==> src/rtl/param_universal_ring_shifter_if.sv <==
// Control and data bundle for the universal ring shifter: commands in, register state out.
interface param_universal_ring_shifter_if #(
    parameter int WIDTH = 6,
    parameter int CNT_W = 8
);
    logic             load;
    logic [WIDTH-1:0] preset_value;
    logic             start;
    logic [CNT_W-1:0] steps;
    logic [1:0]       mode;
    logic             dir;
    logic             serial_in;
    logic [WIDTH-1:0] Q;
    logic             serial_out;
    logic             busy;
    logic             done;
    logic [CNT_W-1:0] steps_left;

    modport master (
        output load, preset_value, start, steps, mode, dir, serial_in,
        input  Q, serial_out, busy, done, steps_left
    );

    modport slave (
        input  load, preset_value, start, steps, mode, dir, serial_in,
        output Q, serial_out, busy, done, steps_left
    );
endinterface

==> src/rtl/param_universal_ring_shifter.sv <==
// WIDTH-bit ring/shift/Johnson register that runs a counted burst of steps per start command.
module param_universal_ring_shifter #(
    parameter int WIDTH = 6,
    parameter int CNT_W = 8
) (
    input  logic                          clk,
    input  logic                          rst,
    param_universal_ring_shifter_if.slave bus
);
    typedef enum logic {IDLE, RUN} state_t;

    localparam logic [1:0] M_ROT  = 2'b00;
    localparam logic [1:0] M_SER  = 2'b01;
    localparam logic [1:0] M_JOHN = 2'b10;

    state_t           state, state_n;
    logic [WIDTH-1:0] q, q_n;
    logic             so, so_n;
    logic             done, done_n;
    logic [CNT_W-1:0] cnt, cnt_n;
    logic [1:0]       mode_r, mode_n;
    logic             dir_r, dir_n;
    logic             out_bit, fill;

    // Bit leaving the register and the bit entering at the opposite end.
    always_comb begin
        out_bit = dir_r ? q[0] : q[WIDTH-1];
        case (mode_r)
            M_ROT:   fill = out_bit;
            M_SER:   fill = bus.serial_in;
            M_JOHN:  fill = ~out_bit;
            default: fill = out_bit;
        endcase
    end

    always_comb begin
        state_n = state;
        q_n     = q;
        so_n    = so;
        done_n  = 1'b0;
        cnt_n   = cnt;
        mode_n  = mode_r;
        dir_n   = dir_r;
        if (bus.load) begin
            q_n     = bus.preset_value;
            state_n = IDLE;
            cnt_n   = '0;
        end else begin
            case (state)
                IDLE: begin
                    if (bus.start) begin
                        if (bus.steps == '0) begin
                            done_n = 1'b1;
                        end else begin
                            mode_n  = bus.mode;
                            dir_n   = bus.dir;
                            cnt_n   = bus.steps;
                            state_n = RUN;
                        end
                    end
                end
                RUN: begin
                    // Hold mode still counts down so the burst acts as a timed delay.
                    if (mode_r != 2'b11) begin
                        so_n = out_bit;
                        q_n  = dir_r ? {fill, q[WIDTH-1:1]} : {q[WIDTH-2:0], fill};
                    end
                    cnt_n = cnt - CNT_W'(1);
                    if (cnt == CNT_W'(1)) begin
                        state_n = IDLE;
                        done_n  = 1'b1;
                    end
                end
                default: state_n = IDLE;
            endcase
        end
    end

    always_ff @(posedge clk) begin
        if (rst) begin
            state  <= IDLE;
            q      <= '0;
            so     <= 1'b0;
            done   <= 1'b0;
            cnt    <= '0;
            mode_r <= 2'b00;
            dir_r  <= 1'b0;
        end else begin
            state  <= state_n;
            q      <= q_n;
            so     <= so_n;
            done   <= done_n;
            cnt    <= cnt_n;
            mode_r <= mode_n;
            dir_r  <= dir_n;
        end
    end

    assign bus.Q          = q;
    assign bus.serial_out = so;
    assign bus.busy       = (state == RUN);
    assign bus.done       = done;
    assign bus.steps_left = cnt;
endmodule

==> src/flat_wrapper.sv <==
// flat-port wrapper written by rule: the top's interface ports become plain ports
module param_universal_ring_shifter_flat 
#(
    parameter int WIDTH = 6,
    parameter int CNT_W = 8
)
  (clk, rst, bus_load, bus_preset_value, bus_start, bus_steps, bus_mode, bus_dir, bus_serial_in, bus_Q, bus_serial_out, bus_busy, bus_done, bus_steps_left);
  param_universal_ring_shifter_if #(.WIDTH(WIDTH), .CNT_W(CNT_W)) bus_i ();
  input  logic clk;
  input  logic rst;
  input wire logic [$bits(bus_i.load)-1:0] bus_load;
  input wire logic [$bits(bus_i.preset_value)-1:0] bus_preset_value;
  input wire logic [$bits(bus_i.start)-1:0] bus_start;
  input wire logic [$bits(bus_i.steps)-1:0] bus_steps;
  input wire logic [$bits(bus_i.mode)-1:0] bus_mode;
  input wire logic [$bits(bus_i.dir)-1:0] bus_dir;
  input wire logic [$bits(bus_i.serial_in)-1:0] bus_serial_in;
  output wire logic [$bits(bus_i.Q)-1:0] bus_Q;
  output wire logic [$bits(bus_i.serial_out)-1:0] bus_serial_out;
  output wire logic [$bits(bus_i.busy)-1:0] bus_busy;
  output wire logic [$bits(bus_i.done)-1:0] bus_done;
  output wire logic [$bits(bus_i.steps_left)-1:0] bus_steps_left;
  assign bus_i.load = bus_load;
  assign bus_i.preset_value = bus_preset_value;
  assign bus_i.start = bus_start;
  assign bus_i.steps = bus_steps;
  assign bus_i.mode = bus_mode;
  assign bus_i.dir = bus_dir;
  assign bus_i.serial_in = bus_serial_in;
  assign bus_Q = bus_i.Q;
  assign bus_serial_out = bus_i.serial_out;
  assign bus_busy = bus_i.busy;
  assign bus_done = bus_i.done;
  assign bus_steps_left = bus_i.steps_left;
  param_universal_ring_shifter #(.WIDTH(WIDTH), .CNT_W(CNT_W)) u_core (.clk(clk), .rst(rst), .bus(bus_i));
endmodule
==> config.mk <==
export PLATFORM = sky130hd
export DESIGN_NAME = param_universal_ring_shifter_flat
export DESIGN_NICKNAME = d
export VERILOG_FILES = /design/src/rtl/param_universal_ring_shifter_if.sv /design/src/rtl/param_universal_ring_shifter.sv /design/src/flat_wrapper.sv
export SDC_FILE = /design/constraint.sdc
export NUM_CORES = 1
export LEC_CHECK = 0
export ABC_AREA = 1
export CORE_MARGIN = 1.5
export CORE_UTILIZATION = 40
export CTS_BUF_LIST = sky130_fd_sc_hd__clkbuf_4 sky130_fd_sc_hd__clkbuf_8
export CTS_CLUSTER_SIZE = 25
export DETAILED_ROUTE_END_ITERATION = 12
export DONT_BUFFER_PORTS = 1
export SLEW_MARGIN = 20
export SYNTH_ARGS = -nofsm -noshare
export SYNTH_HDL_FRONTEND = slang
export SYNTH_SLANG_ARGS = --single-unit
==> constraint.sdc <==
create_clock -name clk -period 1.3 [get_ports clk]
set_input_delay 0.195 -clock clk [delete_from_list [all_inputs] [get_ports clk]]
set_output_delay 0.195 -clock clk [all_outputs]
set_load 0.01 [all_outputs]
==> impl_metrics.ini <==
[power_and_ir_drop]
peakVddDrop_uv = 531
p_per_area_mw_per_mm2 = 1020
p_switching_w = 0.000450
swShare_pct = 29.1
power_w = 0.00154
clkPwrFrac_pct = 34.3
leakage_nw = 0.737
p_int_w = 0.00110
pwr-share-seq_pct = 45.0
power.share.combinational_pct = 20.7

[setup_path]
cpPeakStageDelay_ns = 0.38
critical_path.top_delay_family = flip-flops
worstPathMaxFanout = 3
end_kind = flop
reg2reg_from = u_core.mode_r[0]
path_class = flop to flop
crit_path_top_delay_cell = dfxtp_2
critPathBufInv = 1
crit_chain = inv_2, ha_4, a21oi_2, nand2_1, nand2_2, nand2_1, a21oi_2, nor2_1
startpoint_type = flop
reg2reg_to = u_core.bus.Q[5]
rrSetupSlack_ns = 0.07
cp.required_ns = 1.52
critPathArrivalTime_ns = 1.45
rr_worst_depth = 8

[synth]
async_reset_ff_share_pct = 0
yosys-top-cells-area = dfxtp_1 32%, nand2_1 18%, nor2_1 9.5%
muxShareOfSynthArea_pct = 0
synth_cells = 208
ys_seq_area_share_pct = 31.7
syn-num-nets = 235
ys.flop_type = dfxtp_1
synth_edf_count = 0
avgSynthCellArea_um2 = 6.07
synth_area_mm2 = 0.00126
synth.top_cells.by_count = 62 x nand2_1, 32 x nor2_1, 22 x inv_1, 20 x dfxtp_1
ys_warn_count = 0
synth_top_cell_by_area = dfxtp_1
synth_top_area_share_pct = 31.7
synth_most_common_cell = nand2_1
synth_cell_types = 21
synth_compound_area_share_pct = 12.9
synth_top_family_by_area = simple AND/OR/NAND/NOR gates
synth-xor-area-share_pct = 0
synthSimpleGateAreaFrac_pct = 39.9
yosys_register_bits = 20
synthAdderAreaFrac_pct = 4.96

[place]
finalWeightedCongestion = 0.842
pre_cts_ws_ns = -0.0416
place_hpwl_um = 2530
portBuffers = 0
placed_area_mm2 = 0.00140

[clocking]
cts_tree = done
htree_num_levels = 1
cts-root-buf = clkbuf_4
clk_latency_ns = 0.31
cts_made_buffers = 3
cts_setup_buffers = 0
cts_buffer_depth = 2
clkSlewWorstSetupHoldPaths_ns = 0.14
clock_sink_count = 20

[min_path]
hold_depth = 2
hold_start = bus_load
holdPathEnd = u_core.bus.Q[3]
hold_path_class = input pin to flop

[timing]
final.period_utilization_pct = 94.9
layout_setup_ws_ns = 0.0669
final.setup.tns_ns = 0
relSlewSlack_pct = 77.1
clock_skew_ns = 0.0154
drv_slew = 0
setup_violations = 0
whs_ns = 0.0195
min_period_ns = 1.23
clock.fmax_mhz = 811
finalHoldViolations = 0
max_slew.worst_pin.slew_ns = 0.342

[grt]
grt_max_degree = 13
overflow = 0
gr-usage-all-layers_pct = 19.1
antenna_found_initial = 0
grt_pass1_vias = 1250
grt_pass1_wl_um = 5220

[die]
fp.coreArea_mm2 = 0.00303
ios = 39
die_w_um = 59.2
start_util_pct = 41.7
row_count = 20
die_h_um = 59.2
dieArea_mm2 = 0.00350

[detailed_routing]
vias = 1316
wl_met3_um = 188
drtPass1Iterations = 4
route.detailed.drc = 0
wl_um = 3270
routed_via_density = 4.93
ant_nets = 0
route.met2.wl_um = 1600
wl_met1_um = 1470
top_layer = met4
drt_iter0_markers = 81
routedWlPerCell_um = 12.3

[cells_and_area]
nets = 251
drive_gt1_share_pct = 20.2
stdcell_area_mm2 = 0.00151
n_antenna_cell = 0
areaGrowthSynthToFinish_pct = 19.8

[run]
drv_cap = 0

[status]
outcome = finished, final reports clean
repair_timing:
action / 4_1_cts / 5_1_grt
hold endpoints to repair: 5 / 0
hold buffers: 1 / 0
setup endpoints to repair: 2 / 9
pin swaps: 0 / 1
resized for setup: 2 / 13
registers in the layout (all words and copies together), names as in the netlist:
| signal | flops |
|---|---|
| u_core.bus.steps_left | 8 |
| u_core.bus.Q | 6 |
| u_core.mode_r | 2 |
| u_core.bus.busy | 1 |
| u_core.bus.done | 1 |
| u_core.bus.serial_out | 1 |
| u_core.dir_r | 1 |
stage by stage:
step | instances | util, %
after floorplan | 208 | -
after global placement | 262 | 46.1
after detailed placement | 262 | 46.1
after CTS | 267 | 48.3
after global routing | 267 | 50.0
final | 267 | 50.0
metal layers:
layer,global-route usage [%],vias to the layer above
met5,0,-
met2,32.5,28
met4,7.14,0
met1,23.8,596
met3,3.71,2
li1,-,690
how the worst max path moves through the flow:
stage	from	to	slack (ns)	depth (start not counted)
floorplan	u_core.bus.steps_left[0]	u_core.bus.steps_left[2]	0.004	8
global placement	u_core.mode_r[0]	u_core.bus.Q[5]	0.03	8
detailed placement	u_core.mode_r[0]	u_core.bus.Q[5]	-0.04	8
CTS	u_core.mode_r[0]	u_core.bus.Q[0]	0.004	8
global route	u_core.bus.steps_left[1]	u_core.bus.steps_left[6]	-0.02	9
finish	u_core.mode_r[0]	u_core.bus.Q[5]	0.07	8
layout make-up:
class                           count  area (um2)
Inverter                           30         113
Clock inverter                      1        30.0
Sequential cell                    20         405
Multi-Input combinational cell    155         779
Clock buffer                        3        22.5
Timing Repair Buffer               14         108
Fill cell                         317        1520
Tap cell                           44        55.1
worst register-to-register path: cells and delay by family (launching register included):
kind | cells | cell delay, ns
adders and majority gates | 1 | 0.24
and+or+nand+nor | 4 | 0.25
DFF | 1 | 0.38
buffers and inverters | 1 | 0.06
AOI/OAI and AO/OA | 2 | 0.23
cells in the final DEF (no fill, tap or decap), types with 3 or more instances in the layout:
master	synthesis	layout
a21oi_1	15	13
dfxtp_1	20	16
dfxtp_2	0	4
nand4_1	4	4
nor2_1	32	31
clkbuf_4	0	3
buf_4	2	13
o211ai_1	3	3
o21ai_0	5	5
nand3_1	15	15
inv_2	8	10
nand2_1	62	62
nand2_2	5	5
inv_1	22	20
power groups by stage:
| stage | Combinational (W) | Clock (W) | Sequential [W] |
|---|---|---|---|
| final | 0.000320 | 0.000530 | 0.000695 |
| after global routing | 0.000364 | 0.000562 | 0.000699 |
| after CTS | 0.000301 | 0.000537 | 0.000691 |
| after detailed placement | 0.000293 | 0 | 0.000705 |
| after global placement | 0.000287 | 0 | 0.000703 |
| after floorplan | 0.000217 | 0 | 0.000702 |
cells by family (layout without fill, tap and decap cells):
kind of cell / after synthesis / count (layout)
fa+ha+maj: 5 / 5
compound gates: 29 / 29
simple gates: 121 / 121
flops: 20 / 20
buf+inv: 33 / 48
Note: power is estimated with default switching activity, not from simulation.
